===== config.mk =====
export PLATFORM = sky130hd
export DESIGN_NAME = serial_subtractor_n_bit
export DESIGN_NICKNAME = d
export VERILOG_FILES = /design/src/rtl/serial_subtractor_n_bit.sv
export SDC_FILE = /design/constraint.sdc
export NUM_CORES = 1
export LEC_CHECK = 0
export BUFFER_PORTS_ARGS = -buffer_cell sky130_fd_sc_hd__buf_4
export CAP_MARGIN = 20
export CELL_PAD_IN_SITES_DETAIL_PLACEMENT = 1
export CELL_PAD_IN_SITES_GLOBAL_PLACEMENT = 1
export CORE_MARGIN = 10
export CORE_UTILIZATION = 35
export DETAILED_ROUTE_END_ITERATION = 12
export PLACE_DENSITY_LB_ADDON = 0.1
export REMOVE_ABC_BUFFERS = 1
export SLEW_MARGIN = 5
export SYNTH_ARGS = -nofsm -noshare
export SYNTH_HDL_FRONTEND = slang
export SYNTH_SLANG_ARGS = --single-unit

===== constraint.sdc =====
create_clock -name clk -period 1.2 [get_ports clk]
set_clock_uncertainty 0.05 [all_clocks]
set_input_delay 0.24 -clock clk [delete_from_list [all_inputs] [get_ports clk]]
set_output_delay 0.24 -clock clk [all_outputs]
set_load 0.03 [all_outputs]

===== src/rtl/serial_subtractor_n_bit.sv =====
// Bit-serial N-bit subtractor: {bout,diff} = a - b - bin, one bit per clock, LSB first.
// Valid/ready on both sides; result registers hold the last result until the next one completes.
//
//   state | meaning
//   IDLE  | ready for operands; diff/bout hold the last result
//   SHIFT | one difference bit per edge, N edges total
//   DONE  | out_valid high; waits for out_ready
module serial_subtractor_n_bit #(
    parameter  int N     = 3,
    localparam int CNT_W = $clog2(N + 1)
) (
    input  logic         clk,
    input  logic         rst,
    input  logic         in_valid,
    output logic         in_ready,
    input  logic [N-1:0] a,
    input  logic [N-1:0] b,
    input  logic         bin,
    output logic         out_valid,
    input  logic         out_ready,
    output logic [N-1:0] diff,
    output logic         bout,
    output logic         busy
);

    localparam logic [1:0] IDLE  = 2'd0;
    localparam logic [1:0] SHIFT = 2'd1;
    localparam logic [1:0] DONE  = 2'd2;

    logic [1:0]       state_q, state_d;
    logic [N-1:0]     sa_q, sa_d;
    logic [N-1:0]     sb_q, sb_d;
    logic             br_q, br_d;
    logic [N-1:0]     res_q, res_d;
    logic [CNT_W-1:0] cnt_q, cnt_d;
    logic [N-1:0]     diff_q, diff_d;
    logic             bout_q, bout_d;

    logic             d_bit;
    logic             br_nxt;
    logic [N-1:0]     res_shift;

    always_comb begin
        d_bit     = sa_q[0] ^ sb_q[0] ^ br_q;
        br_nxt    = (~sa_q[0] & sb_q[0]) | (~(sa_q[0] ^ sb_q[0]) & br_q);
        // new bit enters at the MSB so the LSB-first stream lands in place after N shifts
        res_shift        = res_q >> 1;
        res_shift[N-1]   = d_bit;

        state_d = state_q;
        sa_d    = sa_q;
        sb_d    = sb_q;
        br_d    = br_q;
        res_d   = res_q;
        cnt_d   = cnt_q;
        diff_d  = diff_q;
        bout_d  = bout_q;

        case (state_q)
            IDLE: begin
                if (in_valid) begin
                    sa_d    = a;
                    sb_d    = b;
                    br_d    = bin;
                    res_d   = '0;
                    cnt_d   = '0;
                    state_d = SHIFT;
                end
            end
            SHIFT: begin
                sa_d  = sa_q >> 1;
                sb_d  = sb_q >> 1;
                br_d  = br_nxt;
                res_d = res_shift;
                cnt_d = cnt_q + CNT_W'(1);
                if (cnt_q == CNT_W'(N - 1)) begin
                    diff_d  = res_shift;
                    bout_d  = br_nxt;
                    state_d = DONE;
                end
            end
            DONE: begin
                if (out_ready) begin
                    state_d = IDLE;
                end
            end
            default: state_d = IDLE;
        endcase
    end

    always_ff @(posedge clk) begin
        if (rst) begin
            state_q <= IDLE;
            sa_q    <= '0;
            sb_q    <= '0;
            br_q    <= 1'b0;
            res_q   <= '0;
            cnt_q   <= '0;
            diff_q  <= '0;
            bout_q  <= 1'b0;
        end else begin
            state_q <= state_d;
            sa_q    <= sa_d;
            sb_q    <= sb_d;
            br_q    <= br_d;
            res_q   <= res_d;
            cnt_q   <= cnt_d;
            diff_q  <= diff_d;
            bout_q  <= bout_d;
        end
    end

    assign in_ready  = (state_q == IDLE);
    assign out_valid = (state_q == DONE);
    assign busy      = (state_q != IDLE);
    assign diff      = diff_q;
    assign bout      = bout_q;

endmodule

==> results.txt, run 1 <==
The flow ran to the end, but the final reports show violations. The final reports fail on setup timing. The proportion of power drawn by flip-flops and latches came out at 49.0%.

The number of antenna violations at the first check in global routing came out at 0. In this run the most critical hold path is launched from out_ready. The count of buffers added on input and output ports is 17. The via count of the first global-routing pass was 740. In this run the power spent charging and discharging nets is about 0.00036 W.

The count of cell types in the netlist came out at 23. The number of buffers on the longest clock path came out at 2. The share of synthesized area occupied by flip-flops and latches is about 42%.

The number of nets in the final layout came out at roughly 120. Cells fill 54.30% of the core in the end. The share of the cycle needed by the critical path after routing came out at 114.0%.

The number of sinks on the clock net came out at 17. The number of max-slew violations in the final report came out at 0. The synthesized netlist cell count is just under 80. The path class of the lowest-slack min-delay path is in -> reg. The number of cells in the finished layout apart from fillers is around 140. Summing the areas of all compound-gate instances in the mapped netlist gives roughly 16% of the synthesized area. The first-pass iteration count of the detailed router came out at 2. The synthesized area per cell came out at 10.37 um2. Among all stages on the critical path, the largest delay is contributed by dfxtp_4. The multiplexer area fraction after synthesis came out at 13.44%. The DRC violations left came out at 0. The total CTS buffers is 3.

Entering global routing, the biggest net connects 19 pins. The final setup violation count is 9. The number of max-capacitance violations reported is 0. After clock tree synthesis, the clock-pin slew on the worst setup and hold paths is 0.11 ns.

The clock group share of total power is 25.9%. Leaving out fill and tap cells, the most frequent cell in the layout is buf_4. The worst path setup slack after routing came out at -0.1675 ns. Data on the critical path is required at its endpoint by 0.91 ns. The number of buffers and inverters on the critical path is 1. The signed area change from the synthesized netlist to the final layout is 46.56%.

The cell count of the worst hold path came out at 3. The worst min-delay path endpoint is state_q[1]. The kind of launch point of the worst setup path is a flop. The effective utilization at floorplan is 37.05%.

The number of inserted filler cells in the final layout came out at 252. The detail-routed net length per standard cell is 14.81 um. The worst register-to-register path begins at state_q[1].

After synthesis, the largest family of logic cells by area is simple AND/OR/NAND/NOR gates. After global routing the overflow that remains totals 0. After synthesis the cells add up to 819.5 um2. The cell area power density is 1047 nW/um2. Timing would allow up to 0.7313 GHz. The height of the chip came out at 68.39 um. The maximum cell stage delay along the critical path is ~0.37 ns.

The number of instances in the placed design came out at ~130. The count of H-tree levels built during CTS is 1. The TritonCTS clock tree is built. Of all nets on the critical path, the largest fanout is 3.

The Yosys step of the flow raised 0 warnings. The minimum period implied by the final worst setup slack came out at 1.367 ns. The final routed wirelength across all metal layers came out at 2.044 mm. In this run the register-to-register setup slack is -0.11 ns. The total number of placement rows is 17. The number of cell instances on the worst register-to-register path came out at 6. For this block, the initial DRC count from the detailed router was 12.

The worst-case vdd ir drop came out at 754.8 uV. The hold violation total from the final report came out at 0. The final RePlAce weighted congestion came out at just over 0.7. The launch point of the worst path is state_q[1].

The top-level port count came out at 18. The worst setup path category is reg -> out. The switching portion of total power is between 20 and 30%. The all-layer global routing usage came out at under 10%. On the critical path the largest part of the delay comes from flip-flops. In this run, the combinational gates consume approximately 25% of the power. The die is 68.39 um wide. The critical path goes through or2_4, buf_4. The core box area is ~2200 um2. The wire length of the first global-routing pass came out at 3.525 mm. The overall power of the completed layout is about 0.0013 W. The routed via count divided by cell count came out at 4.804. Summing the areas of all xor and xnor instances in the mapped netlist gives 0% of the synthesized area.

In this run, synthesis produced a sequential element count of 17. Setup repair after global routing could not meet its margin everywhere. In this run, post-CTS hold repair placed 0 buffers.

The wire-length estimate of the detail-placed layout is 1.391 mm. For the pin with the worst max-slew slack, the measured transition is 0.2039 ns. The capture instance of the worst register-to-register path is sa_q[1]. The clock root buffer master is clkbuf_4. The static leakage power came out at 0.5580 nW.

The floorplan die area came out at 4677 um2. The share of synthesized cell area in full adder, half adder and majority cells came out at 3.969%. Setup total negative slack on the finished layout was measured at -0.9182 ns.

The clock reaches the later pin of the worst-skew pair after approximately 0.29 ns. The post-synthesis simple-gate area fraction came out at 17.40%. The tightest slew margin relative to the limit came out at 86.14%. The number of antenna diodes came out at 0.

The routed layout has between 600 and 700 vias. The arrival time of data at the critical path endpoint came out at ~1.1 ns. The top cell types in the final layout, fill and taps aside, are 25 x buf_4, 12 x dfxtp_1, 10 x mux2i_1. The cell internal power dissipation is 0.0008935 W. The antenna violation net count after detailed routing came out at 0. The post-route netlist has 60.00% of its cells at a drive strength greater than 1. STA classifies the critical path endpoint as an output pin.
## cell type report
type / instances / area (um2) / area share (%)
Clock buffer: 3 / 22.52 / 1.875
Multi-Input combinational cell: 50 / 469.2 / 39.06
Sequential cell: 17 / 351.6 / 29.27
Timing Repair Buffer: 32 / 291.5 / 24.27
Inverter: 7 / 26.28 / 2.188
Clock inverter: 1 / 5.005 / 0.4167
Tap cell: 28 / 35.03 / 2.917
## timing repair
action | CTS | global route
pin swaps | 8 | 10
setup endpoints to repair | 13 | 16
gates cloned | 1 | 0
gates resized for setup | 16 | 12
hold endpoints to repair | 0 | 0
setup buffers | 5 | 2
## sequential cells by signal (all words and copies together) (netlist names)
signal and cells:
diff 3, sa_q 3, sb_q 3, cnt_q 2, res_q 2, state_q 2
bout 1, br_q 1
## cells in the mapped netlist
library cell | count | share of area [%]
inv_1 | 7 | 3.2
clkbuf_2 | 1 | 0.61
a22oi_1 | 2 | 1.8
a211oi_2 | 5 | 7.6
nor2_2 | 5 | 3.8
and2b_2 | 2 | 2.1
nor3_1 | 1 | 0.61
nand4bb_1 | 2 | 2.7
o21ai_0 | 2 | 1.2
nand2b_1 | 1 | 0.76
o21ba_1 | 1 | 1.2
fa_1 | 1 | 2.4
buf_6 | 2 | 2.7
mux2i_1 | 11 | 13
ha_1 | 1 | 1.5
nor2_1 | 9 | 4.1
buf_2 | 2 | 1.2
dfxtp_1 | 17 | 42
or2_2 | 1 | 0.76
nand3b_4 | 1 | 2.4
a32o_1 | 1 | 1.2
a21oi_1 | 3 | 1.8
o21bai_1 | 1 | 0.92
## stage by stage
| stage | hold WS [ns] | cell area (um2) | worst slack (ns) |
|---|---|---|---|
| 4_1_cts | 0.1312 | 1134 | -0.1790 |
| 6_report | 0.1376 | 1201 | -0.1675 |
| 5_1_grt | 0.1703 | 1201 | -0.2059 |
| 3_5_place_dp | 0.4271 | 1010 | -0.08002 |
| 2_1_floorplan | 0.2546 | 782.0 | -0.2755 |
| 3_3_place_gp | 0.4258 | 1010 | -0.06055 |
## routing by layer
metal	routed length (um)	global-route usage (%)	up-vias	share of wire, %
met5	0	0	-	0
met4	10	4.523	0	0.49
met3	103	2.936	2	5.0
met2	1046	15.90	9	51
met1	883	11.75	318	43
li1	-	-	334	-
## worst min-delay path, stage by stage
cell	delay (ns)
buf_4	0.07
nand2b_1	0.08
a21oi_1	0.06
## power groups by stage
stage	clock network, W	registers [W]	logic [W]
5_1_grt	0.000360	0.000622	0.000346
3_3_place_gp	0	0.000631	0.000233
3_5_place_dp	0	0.000632	0.000238
4_1_cts	0.000338	0.000614	0.000293
6_report	0.000326	0.000617	0.000315
2_1_floorplan	0	0.000633	0.000125
## cells by family after synthesis
kind of cell	count (synthesis)
and+or+nand+nor	22
DFF	17
AOI/OAI and AO/OA	15
buffers and inverters	12
muxes	11
adders and majority gates	2
## worst max path at each step
| stage | to | slack [ns] | depth (start not counted) |
|---|---|---|---|
| after floorplan | br_q | -0.28 | 3 |
| after global placement | res_q[2] | -0.06 | 4 |
| after detailed placement | sb_q[1] | -0.08 | 3 |
| after CTS | in_ready | -0.18 | 3 |
| after global routing | busy | -0.21 | 2 |
| final | busy | -0.17 | 2 |
No activity file was read; power rests on OpenSTA's default activity.
==> inputs of run 2 (changes only) <==
Settings changed: ABC_AREA set to 1, CORE_UTILIZATION 35 to 32.
==> results.txt, run 2 <==
The static leakage power is 0.5957 nW (was 0.5580 nW). The count of H-tree levels built during CTS is 1 (unchanged). The most numerous cell type found on the critical path is buf_6. The number of enable flip-flop cells after synthesis came out at 0 (unchanged).

The final routed wirelength across all metal layers is 2.302 mm (was 2.044 mm). The clock root buffer master is clkbuf_4 (unchanged). The floorplan die area came out at 5078 um2 (was 4677 um2).

The number of max-capacitance violations reported came out at 0 (unchanged). The placed wire-length estimate after detailed placement was 1.618 mm (was 1.391 mm). The share of synthesized cell area in full adder, half adder and majority cells came out at 3.869% (was 3.969%). The instance count on the critical path came out at 4 (was 2). The buffering stage count on the worst path with inverters included came to 3 (was 1).

The achievable frequency is 0.7406 GHz (was 0.7313 GHz). Commonest cells after routing, fill and taps aside: 40 x nand2_1, 26 x buf_4, 19 x inv_1 (was 25 x buf_4, 12 x dfxtp_1, 10 x mux2i_1). The share of synthesized area occupied by flip-flops and latches is 40.48% (was 41.53%). The effective utilization at floorplan was 33.63% (was 37.05%). The clock network latency to the later pin of the worst-skew pair came to 0.30 ns (was 0.29 ns).

The highest fanout seen on the critical path came out at 3 (unchanged). Top cells by area in the synthesized netlist: dfxtp_1 40%, nand2_1 18%, inv_1 11%, a21oi_1 7.1%, nor2_1 6.3% (was dfxtp_1 42%, mux2i_1 13%, a211oi_2 7.6%, nor2_1 4.1%, nor2_2 3.8%). The hold violation total from the final report came out at 0 (unchanged). The DRC marker count from the first detailed-route iteration came out at 16 (was 12). The DRC violations left came out at 0 (unchanged). The total of buffers placed on input and output ports came out at 17 (unchanged).

The cell count of the worst hold path came to 4 (was 3). The post-synthesis xor/xnor area fraction was 0% (unchanged). The category of cells accounting for the largest share of critical-path delay is flip-flops (unchanged).

The post-synthesis instance area is 840.8 um2 (was 819.5 um2). The number of antenna diodes is 0 (unchanged). The synthesized area per cell came out at 6.781 um2 (was 10.37 um2). The most common flop cell mapped by yosys is dfxtp_1 (unchanged). The library cell with the largest summed area after synthesis was dfxtp_1 (unchanged). The die width is 71.26 um (was 68.39 um). The overall power of the completed layout is 0.001294 W (was 0.001258 W).

The signed area change from the synthesized netlist to the final layout is 43.15% (was 46.56%). The worst-case vdd ir drop is 601.4 uV (was 754.8 uV). Top post-synthesis cells by count: 41 x nand2_1, 24 x inv_1, 17 x dfxtp_1, 14 x nor2_1, 12 x a21oi_1 (was 17 x dfxtp_1, 11 x mux2i_1, 9 x nor2_1, 7 x inv_1). The routed via count divided by cell count is 4.497 (was 4.804).

The post-synthesis simple-gate area fraction came out at 30.51% (was 17.40%). The share of the cycle needed by the critical path after routing came to 112.5% (was 114.0%). The number of instances in the placed design is 173 (was 126). Run status: finished, violations left (unchanged). The core box area was 2500 um2 (was 2212 um2). The worst setup path category is reg -> out (unchanged). The slew of the pin with the lowest slew margin was 0.2871 ns (was 0.2039 ns). The count of yosys warnings during synthesis came to 0 (unchanged). The standard cell with the maximum stage delay on the critical path is dfxtp_2 (was dfxtp_4). The number of cells in the finished layout apart from fillers came to 187 (was 138). The tightest slew margin relative to the limit came to 80.84% (was 86.14%). The share of final-layout standard cells stronger than drive strength 1 is 38.85% (was 60.00%). The path class of the lowest-slack min-delay path is in -> reg (unchanged). The most frequent standard cell in the layout excluding fill and tap cells is nand2_1 (was buf_4).

The endpoint required time on the critical path is 0.91 ns (about the same). The remaining global-route overflow is 0 (unchanged). The total of flip-flops plus latches after synthesis came out at 17 (unchanged). The arrival time of data at the critical path endpoint is 1.06 ns (was 1.08 ns). RSZ-0062 raised after global routing: true (unchanged).

The via count of the first global-routing pass is 862 (was 740). The number of cell instances on the worst register-to-register path is 5 (was 6). The final setup violation count came out at 5 (was 9). The type of element capturing the critical path is an output pin (unchanged).

The synthesized netlist cell count came out at 124 (was 79). The cell area power density came out at 1075 nW/um2 (was 1047 nW/um2). The fraction of the mapped netlist area in compound gates is 9.673% (was 15.88%). The all-layer global routing usage came out at 9.142% (was 9.872%). The number of sinks on the clock net came out at 17 (unchanged). The total number of placement rows came out at 18 (was 17).

The most common cell in the synthesized netlist is nand2_1 (was dfxtp_1). The height of the chip is 71.26 um (was 68.39 um). The number of buffers on the longest clock path came out at 2 (unchanged). The count of hold-fix buffers inserted at cts is 0 (unchanged). The largest family of logic cells by synthesized area is simple AND/OR/NAND/NOR gates (unchanged). The maximum cell stage delay along the critical path is 0.35 ns (was 0.37 ns).

The TritonCTS clock tree is built (unchanged). The fraction of post-synthesis cell area in the top cell type by area came out at 40.48% (was 41.53%). The top-level port count is 18 (unchanged). The number of antenna violations at the first check in global routing came out at 0 (unchanged).

CP cell instances: buf_6, nor2_4, inv_2, buf_6 (was or2_4, buf_4). The clock-pin slew of the registers on the worst-case setup and hold paths was 0.11 ns (about the same). The first-pass iteration count of the detailed router came out at 4 (was 2). The worst path setup slack after routing was -0.1502 ns (was -0.1675 ns).

The worst setup slack before clock tree synthesis came out at -0.08296 ns (was -0.08002 ns). The count of cell types in the netlist came out at 18 (was 23). The wire length of the first global-routing pass came out at 3.857 mm (was 3.525 mm). Failing checks: setup timing (unchanged). The antenna violation net count after detailed routing came to 0 (unchanged). The share of async-settable or async-resettable flops after synthesis came out at 0% (unchanged). The minimum period implied by the final worst setup slack came to 1.350 ns (was 1.367 ns). The total CTS buffers is 3 (unchanged). The final RePlAce weighted congestion is 0.7364 (was 0.7099). The share of the core filled with cells is 48.15% (was 54.30%). The total via count after detailed routing came out at 841 (was 663). The detail-routed net length per standard cell came out at 12.31 um (was 14.81 um). The kind of launch point of the worst setup path is a flop (unchanged). The number of nets in the final layout is 171 (was 124). The number of max-slew violations in the final report is 0 (unchanged). The maximum number of pins on one net before global-route repair came out at 17 (was 19). The multiplexer area fraction after synthesis is 0% (was 13.44%).
[run 2: changes by cell type after synthesis, sizes merged, moves of 2 or more]
cell / previous run / this run
inv: 7 / 26
nand4bb: 2 / 0
a21oi: 3 / 12
nand2: 0 / 42
nand3: 0 / 3
a22oi: 2 / 0
a211oi: 5 / 0
and2b: 2 / 0
mux2i: 11 / 0
nor2: 14 / 16
[run 2: where the power goes]
part	switching (W)	internal, W
registers	0.0000244	0.000602
clock network	0.000200	0.000124
logic	0.000175	0.000168
total	0.000400	0.000894
[run 2: stage by stage]
stage,area (um2),setup TNS [ns],hold slack (ns)
floorplan,810.8,-0.2326,0.2591
CTS,1085,-0.5668,0.1228
finish,1204,-0.4167,0.1281
detailed placement,1013,-0.7971,0.4118
global route,1204,-0.7050,0.1318
global placement,1013,-0.5066,0.4056
[run 2: cells by family after synthesis]
logic type / after synthesis
simple gates: 62
fa+ha+maj: 2
compound gates: 14
buf+inv: 29
flops: 17
[run 2: what timing repair did]
item,CTS,global route
setup endpoints to repair,19,18
hold endpoints to repair,0,0
pin swaps,4,7
resized for setup,13,13
buffers inserted,2,8
[run 2: worst min-delay path, cell delays in order]
cell,delay (ns)
buf_4,0.08
inv_1,0.03
nand2_1,0.05
a21oi_1,0.05
[run 2: metal layers]
layer | vias to the layer above | GRT usage (%) | part of all wire (%)
li1 | 430 | - | -
met3 | 4 | 3.168 | 6.3
met1 | 392 | 10.89 | 44
met2 | 15 | 14.22 | 48
met5 | - | 0 | 0
met4 | 0 | 4.516 | 1.6
[run 2: cell type report]
type	count	area, um2
fill	335	1296
multi-input combinational	78	409.1
sequential	17	349.1
timing repair buffer	32	280.3
inverter	26	100.1
tap	30	37.54
clock buffer	3	22.52
clock inverter	1	5.005
[run 2: path summary, 6_finish.rpt]
path / start / end / slack [ns]
worst max-delay path: state_q[1] / busy / -0.15
worst min-delay path: out_ready / state_q[1] / 0.13
worst max register to register: sa_q[0] / diff[2] / -0.04
worst min register to register: res_q[1] / res_q[1] / 0.43
